### src/rtl/td_mac_accumulator_pkg.sv
// Shared definitions for the time-domain MAC accumulator.
// State encodings are fixed so the multiplier side can decode them in debug.
package td_mac_accumulator_pkg;

  typedef enum logic [1:0] {
    ST_IDLE = 2'd0,
    ST_ACC  = 2'd1,
    ST_HOLD = 2'd2
  } state_t;

endpackage

### src/rtl/td_mac_accumulator_sat_adder.sv
// Combinational saturating unsigned adder: A_W-bit a plus B_W-bit b, clamps
// to all-ones on carry-out. Requires A_W > B_W.
module sat_adder #(
  parameter int A_W = 8,
  parameter int B_W = 2
) (
  input  logic [A_W-1:0] i_a,
  input  logic [B_W-1:0] i_b,
  output logic [A_W-1:0] o_sum,
  output logic           o_ovf
);

  logic [A_W:0] w_full;

  assign w_full = {1'b0, i_a} + {{(A_W + 1 - B_W){1'b0}}, i_b};
  assign o_ovf  = w_full[A_W];
  assign o_sum  = o_ovf ? {A_W{1'b1}} : w_full[A_W-1:0];

endmodule

### src/rtl/td_mac_accumulator.sv
// Sums VEC_LEN TDC product codes per frame into a saturating accumulator and
// hands the result out through a one-deep valid/ready buffer.
//
// state | meaning
// IDLE  | waiting for start; buffer may still hold the previous result
// ACC   | accepting products (prod_ready=1)
// HOLD  | frame done, final sum parked in acc until the buffer frees
module td_mac_accumulator
  import td_mac_accumulator_pkg::*;
#(
  parameter int N_BIT   = 2,
  parameter int ACC_W   = 8,
  parameter int VEC_LEN = 4
) (
  input  logic             clk,
  input  logic             rst_n,
  input  logic             i_start,
  input  logic [N_BIT-1:0] i_prod_in,
  input  logic             i_prod_valid,
  output logic             o_prod_ready,
  output logic             o_busy,
  output logic [ACC_W-1:0] o_sum_out,
  output logic             o_sum_valid,
  input  logic             i_sum_ready,
  output logic             o_sat_flag,
  output logic             o_overrun
);

  localparam int               CNT_W    = $clog2(VEC_LEN) + 1;
  localparam logic [CNT_W-1:0] LAST_CNT = CNT_W'(VEC_LEN - 1);

  state_t           r_state, w_state_nxt;
  logic [1:0]       r_rst_sync;
  logic             w_rst_n;
  logic [ACC_W-1:0] r_acc, r_sum;
  logic [CNT_W-1:0] r_cnt;
  logic             r_fsat, r_sum_valid, r_sat, r_overrun;
  logic             w_accept, w_last, w_buf_free, w_load, w_add_ovf, w_load_sat;
  logic [ACC_W-1:0] w_add_sum, w_load_val;

  // Assert asynchronously, release on the second clk edge after rst_n rises.
  always_ff @(posedge clk or negedge rst_n) begin
    if (!rst_n) r_rst_sync <= 2'b00;
    else        r_rst_sync <= {r_rst_sync[0], 1'b1};
  end
  assign w_rst_n = r_rst_sync[1];

  sat_adder #(.A_W(ACC_W), .B_W(N_BIT)) u_sat_adder (
    .i_a   (r_acc),
    .i_b   (i_prod_in),
    .o_sum (w_add_sum),
    .o_ovf (w_add_ovf)
  );

  assign w_accept   = i_prod_valid && (r_state == ST_ACC);
  assign w_last     = w_accept && (r_cnt == LAST_CNT);
  assign w_buf_free = !r_sum_valid || i_sum_ready;

  always_ff @(posedge clk or negedge w_rst_n) begin
    if (!w_rst_n) r_state <= ST_IDLE;
    else          r_state <= w_state_nxt;
  end

  always_comb begin
    w_state_nxt = r_state;
    w_load      = 1'b0;
    w_load_val  = r_acc;
    w_load_sat  = r_fsat;
    case (r_state)
      ST_IDLE: if (i_start) w_state_nxt = ST_ACC;
      ST_ACC: begin
        if (w_last) begin
          // Final product bypasses acc so the buffer loads on the last-accept edge.
          w_load_val = w_add_sum;
          w_load_sat = r_fsat | w_add_ovf;
          if (w_buf_free) begin
            w_load      = 1'b1;
            w_state_nxt = ST_IDLE;
          end else begin
            w_state_nxt = ST_HOLD;
          end
        end
      end
      ST_HOLD: begin
        if (w_buf_free) begin
          w_load      = 1'b1;
          w_state_nxt = ST_IDLE;
        end
      end
      default: w_state_nxt = ST_IDLE;
    endcase
  end

  always_ff @(posedge clk or negedge w_rst_n) begin
    if (!w_rst_n) begin
      r_acc       <= '0;
      r_cnt       <= '0;
      r_fsat      <= 1'b0;
      r_overrun   <= 1'b0;
      r_sum       <= '0;
      r_sat       <= 1'b0;
      r_sum_valid <= 1'b0;
    end else begin
      if (r_state == ST_IDLE && i_start) begin
        r_acc     <= '0;
        r_cnt     <= '0;
        r_fsat    <= 1'b0;
        r_overrun <= 1'b0;
      end
      if (w_accept) begin
        r_acc  <= w_add_sum;
        r_cnt  <= r_cnt + CNT_W'(1);
        r_fsat <= r_fsat | w_add_ovf;
      end
      if (r_state == ST_HOLD && i_prod_valid) r_overrun <= 1'b1;
      if (w_load) begin
        r_sum       <= w_load_val;
        r_sat       <= w_load_sat;
        r_sum_valid <= 1'b1;
      end else if (r_sum_valid && i_sum_ready) begin
        r_sum_valid <= 1'b0;
      end
    end
  end

  assign o_prod_ready = (r_state == ST_ACC);
  assign o_busy       = (r_state != ST_IDLE);
  assign o_sum_out    = r_sum;
  assign o_sum_valid  = r_sum_valid;
  assign o_sat_flag   = r_sat;
  assign o_overrun    = r_overrun;

endmodule

### config.mk
export PLATFORM = sky130hd
export DESIGN_NAME = td_mac_accumulator
export DESIGN_NICKNAME = d
export VERILOG_FILES = /design/src/rtl/td_mac_accumulator_pkg.sv /design/src/rtl/td_mac_accumulator_sat_adder.sv /design/src/rtl/td_mac_accumulator.sv
export SDC_FILE = /design/constraint.sdc
export NUM_CORES = 1
export LEC_CHECK = 0
export CELL_PAD_IN_SITES_DETAIL_PLACEMENT = 0
export CELL_PAD_IN_SITES_GLOBAL_PLACEMENT = 1
export CORE_MARGIN = 4
export CORE_UTILIZATION = 30
export DETAILED_ROUTE_END_ITERATION = 10
export PLACE_DENSITY = 0.67
export SYNTH_ARGS = -nofsm -noshare
export SYNTH_HDL_FRONTEND = slang
export SYNTH_HIERARCHICAL = 1
export SYNTH_SLANG_ARGS = --single-unit
### constraint.sdc
create_clock -name clk -period 1.2 [get_ports clk]
set_clock_uncertainty 0.15 [all_clocks]
set_input_delay 0.24 -clock clk [delete_from_list [all_inputs] [get_ports clk]]
set_output_delay 0.24 -clock clk [all_outputs]
set_load 0.01 [all_outputs]
Word level (Yosys, flattened, before mapping) --
Cells that the tools add are included.
Word-level totals: register bits after elaboration 27, input port bits 7, output and inout port bits 13, word-level logic and storage cells 53
Operators by class: add/subtract/negate cells 2, equality and inequality tests 6, multiplexer cells 22, bitwise gates (word level) 1, reduce and logical (&&, ||, !) cells 13
Operators by type and width (number):
- two-way mux 8 bit | 5
- adder 8 x 2 -> 9 bit | 1
- two-way mux 1 bit | 9
- two-way mux 2 bit | 4
- nonzero test 2 bit | 4
- two-way mux 3 bit | 2
- case mux 2 bit (3 select lines) | 1
- logical AND 1 bit | 5
- inequality test 2 bit, second input constant | 2
- adder 3 x 1 -> 3 bit, second input constant | 1
- equality test 3 x 2 -> 1 bit, second input constant | 1
- AND reduction 3 bit | 1
- equality test 2 x 1 -> 1 bit, second input constant | 1
- equality test 2 bit, second input constant | 1
- zero test 2 bit | 1
- inequality test 2 x 1 -> 1 bit, second input constant | 1
- case mux 1 bit (2 select lines) | 1
- zero test 1 bit | 1
- logical OR 1 bit | 1
- OR 1 bit | 1

Depth between registers and ports, before layout --
Gate-level depths: netlist of run 1.
word-level depth 6, mapped depth 8, depth with buffers taken out 8

Modules after synthesis --
Netlist of run 1, hierarchy kept.
Modules (own cells, without submodules):
- td_mac_accumulator | times used 1, cells each 94, area an instance 1241.2 um^2
- sat_adder | times used 1, cells each 34, area an instance 226.5 um^2

Least setup slack after synthesis of run 1 --
Ideal clock, no wire load.
path type flip-flop to flip-flop, from register r_acc[0], to register r_sum[6] (netlist: o_sum_out[6]), arrival 2033 ps, required time 925 ps, path slack -1107 ps, cell stages (with the launch flop) 9, buffers on the path 0, path through dfrtp_1 > ha_1 > inv_1 > fa_1 > and2b_2 > nand4_1 > mux2_2 > mux2_2 > mux2_2
On the way: longest elaborated chain between the ends 4
RTL lines:
- start, declared | line td_mac_accumulator.sv:35 | logic [ACC_W-1:0] r_acc, r_sum;
- start signal, assigned | line td_mac_accumulator.sv:111 | r_acc <= w_add_sum;
- adder 8 x 2 -> 9 bit | line td_mac_accumulator_sat_adder.sv:15 | assign w_full = {1'b0, i_a} + {{(A_W + 1 - B_W){1'b0}}, i_b};
- two-way mux 8 bit | line td_mac_accumulator_sat_adder.sv:17 | assign o_sum = o_ovf ? {A_W{1'b1}} : w_full[A_W-1:0];
- net w_add_sum[6] | line td_mac_accumulator.sv:39 | logic [ACC_W-1:0] w_add_sum, w_load_val;
- two-way mux 8 bit | line td_mac_accumulator.sv:72 | if (w_last) begin
- two-way mux 8 bit | line td_mac_accumulator.sv:69 | case (r_state)
- end signal, assigned | line td_mac_accumulator.sv:117 | r_sum <= w_load_val;
- end, declared | line td_mac_accumulator.sv:35
The timed path passes the listed nets, and every way through them passes these cells. A chain may end at the register's enable or synchronous reset.

Worst setup path after layout of run 1 --
Same ends and word-level chain as after synthesis.

==> metrics.md, run 1 <==
| Metric | Value |
|---|---|
| Outcome | finished, violations left |
| Failing checks | negative setup slack |
| Tcrit/Tclk final | 194% |
| Area delta synth->final | 64.9% |
| CP endpoint kind | flop |
| Synth cell types | 38 |
| Vias in the first global route | 1397 |
| Post-route worst setup slack | -1.13 ns |
| Commonest cells after routing, fill and taps aside | 40 x buf_4, 27 x dfrtp_1, 14 x buf_6, 12 x mux2_2, 11 x buf_2 |
| Initial Util | 31.1% |
| Most common cell after layout, fill and taps aside | buf_4 |
| Syn nets | 143 |
| RR Endpoint | o_sum_out[6] |
| Top cells by area, synth | dfrtp_1 46%, mux2_2 14%, ha_1 6.0% |
| WP data required | 1.23 ns |
| Sw Ratio | 33.8% |
| RSZ-0062 raised after global routing | true |
| Die area | 6080 um2 |
| Clock network fraction of total power | 14.2% |
| Switch Pwr | 1.27 mW |
| Ant. Diodes | 0 |
| TritonCTS Buffers | 3 |
| Comb pwr share | 55.1% |
| CTS tree | built |
| Clock transition at the registers of the reported paths | 0.10 ns |
| Crit path launch type | flop |
| Share of the synthesized area in the top cell type | 46.0% |
| Root Driver | clkbuf_8 |
| Yosys warnings | 6 |
| Clock latency on the worst-skew pair | 0.28 ns |
| Remaining DRCs | 0 |
| Sequential power share | 30.7% |
| Final Hold Fails | 0 |
| Die width | 77.9 um |
| CP Class | reg2reg |
| Wire per inst | 14.5 um |
| Synth async-reset ratio | 100% |
| I/O pin count | 20 |
| Largest buffer count on any clock path | 2 |
| Final Setup Violations | 32 |
| Yosys reg bits | 27 |
| GRT Total Usage | 13.8% |
| EDFF count, synth | 0 |
| Largest net degree at the start of global routing | 18 |
| Pint | 2.49 mW |
| Fmax | 430 MHz |
| IO Port Bufs | 19 |
| Max Cap Viol | 0 |
| Synth Cell Area | 1470 um2 |
| Via count | 1280 |
| Critical-path maximum fanout | 2 |
| Clock sink count | 27 |
| Sequential area share after synthesis | 46.0% |
| Fillcell total | 419 |
| FF-to-FF Start | r_acc[0] |
| Post-Layout Inst Area | 2420 um2 |
| DRT Wirelength | 3940 um |
| Max Slew Vio Count | 0 |
| Pwr per Cell Area | 1560 nW/um2 |
| Nets | 220 |
| Core Box Area | 4720 um2 |
| Synth Flop Type | dfrtp_1 |
| Initial antenna violation count | 0 |
| Hold Crit Class | reg2async |
| Syn avg cell area | 11.5 um2 |
| Pre-antenna DRT Iters | 4 |
| GRT overflow | 0 |
| DRT iter0 DRCs | 62 |
| Maximum vdd drop | 0.000648 V |
| Critical Path AT | 2.36 ns |
| First-pass GRT wire length | 6620 um |
| Worst reg-to-reg setup slack | -1.13 ns |
| Post-route core utilization | 51.2% |
| Worst reg-to-reg path cell count | 8 |
| Placed Area | 2080 um2 |
| Crit path time final | 2.33 ns |
| Post-DRT Antenna Nets | 0 |
| H-Tree Level Count | 1 |
| DP HPWL | 2680 um |
| Share of layout cells above drive strength 1 | 63.7% |
| Mapped Cells | 128 |
| Vias per std cell | 4.72 |
| FP Rows | 25 |
| Synth area leader | dfrtp_1 |
| RePlAce Congestion | 0.880 |
| Die height | 77.9 um |
| P_leak | 1.22 nW |
kinds of logic (layout without fill, tap and decap cells):
group                      count (synthesis)  count (layout)  synth area share [%]
other                                      1               1                 0.256
AOI/OAI and AO/OA                         27              27                  14.4
buffers and inverters                     14              89                  4.01
muxes                                     20              20                  15.2
and+or+nand+nor                           31              32                  12.8
adders and majority gates                  8               8                  7.33
DFF                                       27              27                  46.0
worst max-delay path, cell delays in order, from the launching register on:
cell and delay [ns]:
dfrtp_1 0.39, ha_4 0.15, inv_2 0.04, fa_2 0.32, and2b_2 0.23, nand4_1 0.11, mux2_4 0.33, mux2_2 0.26
mux2_2 0.25
stage by stage:
stage | setup slack (ns) | instances | TNS [ns] | power, mW | hold WS, ns
global route | -1.18 | 271 | -22.74 | 4.03 | 0.0641
global placement | -1.49 | 248 | -26.23 | 2.62 | 0.0208
finish | -1.13 | 271 | -20.78 | 3.76 | 0.0205
floorplan | -1.08 | 128 | -13.48 | 2.05 | -0.206
CTS | -1.15 | 266 | -20.80 | 3.62 | 0.0312
detailed placement | -1.51 | 248 | -26.62 | 2.68 | 0.0236
metal layers:
metal	vias up	GRT usage [%]	part of all wire (%)
li1	611	-	-
met1	645	16.5	45
met2	19	25.2	52
met3	5	1.97	2.0
met4	0	4.55	1.1
met5	-	0	0
power groups by stage:
stage | Combinational, mW | Sequential (mW) | Clock (mW)
final | 2.07 | 1.15 | 0.536
after global routing | 2.26 | 1.17 | 0.601
after CTS | 1.90 | 1.16 | 0.560
after detailed placement | 1.51 | 1.17 | 0
after global placement | 1.46 | 1.16 | 0
after floorplan | 0.832 | 1.21 | 0
synthesized netlist by cell type, types with 2 or more instances:
library cell and instances:
nor2_1 3, dfrtp_1 27, a22o_1 9, inv_1 10, mux2i_1 2, o21ai_0 4
nand2b_1 2, mux2_2 18, ha_1 7, nand3_1 3, a21oi_1 6, nand2_1 10
buf_2 2
state kept, by name, indices dropped and copies added (netlist names):
name and count:
o_overrun 1, o_sat_flag 1, o_sum_out 8, o_sum_valid 1, r_acc 8, r_cnt 3
r_fsat 1, r_rst_sync 2, r_state 2
worst max-delay path by stage:
| stage | slack (ns) | startpoint | endpoint |
|---|---|---|---|
| after floorplan | -1.08 | r_acc[0] | o_sum_out[6] |
| after global placement | -1.49 | i_prod_in[0] | o_sum_out[6] |
| after detailed placement | -1.51 | i_prod_in[0] | o_sum_out[6] |
| after CTS | -1.15 | r_acc[0] | o_sum_out[6] |
| after global routing | -1.18 | r_acc[0] | o_sum_out[5] |
| final | -1.13 | r_acc[0] | o_sum_out[6] |
timing repair:
item	in CTS	in global routing
setup endpoints to repair	38	38
gates resized for setup	87	14
buffers inserted	13	6
hold endpoints to repair	2	0
pin swaps	17	12
cloned	0	1
hold buffers	1	0
cell type report:
| type | instances | area [um2] | share of cell area, % |
|---|---|---|---|
| well taps | 67 | 83.8 | 3.46 |
| flip-flops and latches | 27 | 676 | 27.9 |
| repair buffers | 74 | 622 | 25.7 |
| inverters | 11 | 46.3 | 1.91 |
| multi-input cells | 88 | 946 | 39.1 |
| clock inverters | 1 | 5.00 | 0.207 |
| clock buffers | 3 | 41.3 | 1.71 |
Power figures use the tool's default switching activity.
==> inputs of run 2 (changes only) <==
--- a/config.mk
+++ b/config.mk
@@ -10,7 +10,7 @@
 export CORE_MARGIN = 4
 export CORE_UTILIZATION = 30
 export DETAILED_ROUTE_END_ITERATION = 10
-export PLACE_DENSITY = 0.67
+export PLACE_DENSITY = 0.69
 export SYNTH_ARGS = -nofsm -noshare
 export SYNTH_HDL_FRONTEND = slang
 export SYNTH_HIERARCHICAL = 1
==> constraint.sdc (replaced) <==
create_clock -name clk -period 1.9 [get_ports clk]
set_clock_uncertainty 0.15 [all_clocks]
set_input_delay 0.38 -clock clk [delete_from_list [all_inputs] [get_ports clk]]
set_output_delay 0.38 -clock clk [all_outputs]
set_load 0.01 [all_outputs]
==> run 2 against run 1 <==
  * The run still ends with negative setup slack left
  * Global-route usage decreased by 2.6 points
  * Register-to-register slack improved by 0.70 ns
  * Highest routed layer unchanged
  * Fmax about the same
  * Die area unchanged
  * Clock power decreased by 38%
  * Count of clock-buffer cells in the layout unchanged
  * Combinational power decreased by 58%
  * Total power decreased by 48%
  * Worst setup slack improved by 0.70 ns
  * Largest cell class unchanged
==> metrics.md, run 2 (synthesis results as in run 1) <==
| Metric | Value |
|---|---|
| Outcome | finished, violations left |
| Failing checks | negative setup slack |
| Critical-path maximum fanout | 2 |
| CTS tree | built |
| Pwr per Cell Area | 956 nW/um2 |
| Core Box Area | 4720 um2 |
| Crit path launch type | flop |
| Max Cap Viol | 0 |
| CP delay by family, top | multiplexers |
| DP HPWL | 2300 um |
| Commonest cells after routing, fill and taps aside | 27 x dfrtp_1, 20 x buf_4, 15 x clkdlybuf4s50_1, 14 x mux2_2 |
| Grt peak-use layer | met2 |
| Switch Pwr | 0.654 mW |
| Nets | 185 |
| Post-DRT Antenna Nets | 0 |
| Sw Ratio | 33.7% |
| Max Slew Vio Count | 0 |
| TritonCTS Buffers | 3 |
| Clock transition at the registers of the reported paths | 0.10 ns |
| WHS | 0.0892 ns |
| Pre-antenna DRT Iters | 4 |
| Clock network fraction of total power | 17.2% |
| P_leak | 0.974 nW |
| Vias in the first global route | 1155 |
| Die height | 77.9 um |
| Crit path time final | 2.33 ns |
| Ant. Diodes | 0 |
| Via count | 1124 |
| Area delta synth->final | 38.3% |
| M2 GR Usage | 19.4% |
| Remaining DRCs | 0 |
| Root Driver | clkbuf_8 |
| FP Rows | 25 |
| Post-route worst setup slack | -0.427 ns |
| Initial antenna violation count | 0 |
| Largest buffer count on any clock path | 2 |
| Pint | 1.29 mW |
| I/O pin count | 20 |
| Critical Path AT | 2.35 ns |
| Most frequent CP cell | mux2_4 |
| Buf/Inv on CP | 1 |
| GRT overflow | 0 |
| Die area | 6080 um2 |
| Die width | 77.9 um |
| Maximum vdd drop | 0.000331 V |
| Tcrit/Tclk final | 122% |
| Share of layout cells above drive strength 1 | 39.6% |
| M1 GR Usage | 14.1% |
| First-pass GRT wire length | 5500 um |
| Comb pwr share | 45.2% |
| Fillcell total | 441 |
| GRT Total Usage | 11.2% |
| Grt met3 use | 2.44% |
| DRT iter0 DRCs | 59 |
| Post-Place Setup Slack | -0.940 ns |
| DRT Wirelength | 3190 um |
| CP max-delay cell | dfrtp_1 |
| Final Hold Fails | 0 |
| Initial Util | 31.1% |
| Vias per std cell | 4.76 |
| Clock latency on the worst-skew pair | 0.28 ns |
| IO Port Bufs | 19 |
| Crit-path cells | ha_4, inv_2, fa_2, and2b_2, nand4_1, mux2_4, mux2_4, mux2_2 |
| CP endpoint kind | flop |
| WP data required | 1.92 ns |
| Largest net degree at the start of global routing | 26 |
| Clock sink count | 27 |
| RSZ-0062 raised after global routing | true |
| Final Setup Violations | 12 |
| Max incr delay on CP | 0.40 ns |
| Wire per inst | 13.5 um |
| Hold Crit Class | reg2async |
| H-Tree Level Count | 1 |
| RePlAce Congestion | 0.793 |
| Sequential power share | 37.6% |
| Total design power | 1.94 mW |
| Fmax | 430 MHz |
| CP Class | reg2reg |
| Most common cell after layout, fill and taps aside | dfrtp_1 |
[run 2: final cells by class]
class / instances / area, um2 / area share [%]
Inverter: 11 / 41.3 / 2.03
Timing Repair Buffer: 40 / 348 / 17.1
Sequential cell: 27 / 676 / 33.3
Multi-Input combinational cell: 87 / 835 / 41.1
Clock buffer: 3 / 41.3 / 2.03
Tap cell: 67 / 83.8 / 4.13
Clock inverter: 1 / 5.00 / 0.247
[run 2: worst register-to-register path: stages (launching register included)]
cell and delay [ns]:
dfrtp_1 0.40, ha_4 0.15, inv_2 0.03, fa_2 0.32, and2b_2 0.23, nand4_1 0.11
mux2_4 0.32, mux2_4 0.25, mux2_2 0.25
[run 2: metal layers]
layer  wire length (um)  share of wire (%)
met5                  0                  0
met4                 30               0.94
met3                125                3.9
met2               1540                 48
met1               1500                 47
[run 2: power groups by stage]
stage | combinational (mW) | clock, mW | sequential (mW)
after floorplan | 0.435 | 0 | 0.762
after global placement | 0.747 | 0 | 0.734
after detailed placement | 0.769 | 0 | 0.739
after CTS | 0.815 | 0.348 | 0.730
after global routing | 0.969 | 0.378 | 0.741
final | 0.877 | 0.335 | 0.729
[run 2: through the flow]
step	utilization (%)	cell area (um2)	setup TNS (ns)	cells
global route	43.0	2030	-4.09	236
floorplan	-	1490	-1.30	128
global placement	39.8	1880	-12.20	228
CTS	41.6	1970	-3.09	233
finish	43.0	2030	-2.99	236
detailed placement	39.8	1880	-12.48	228
[run 2: what timing repair did]
item                                    4_1_cts  5_1_grt
endpoints found under the setup margin       20       17
pin swaps                                     0        1
hold buffers                                  0        0
gates cloned                                  0        0
resized for setup                            12        9
setup buffers                                 1        3
[run 2: path summary, 6_finish.rpt]
| path | from | end | slack (ns) | cells past startpoint |
|---|---|---|---|---|
| max | r_acc[0] | o_sum_out[6] | -0.43 | 8 |
| min | r_rst_sync[1] | r_acc[4] | 0.09 | 1 |
| max reg2reg | r_acc[0] | o_sum_out[6] | -0.43 | 8 |
| min reg2reg | r_rst_sync[1] | r_acc[4] | 0.09 | 1 |
| max in group asynchronous | r_rst_sync[1] | r_state[1] | 1.26 | 1 |
| min in group clk | r_rst_sync[0] | r_rst_sync[1] | 0.21 | 0 |
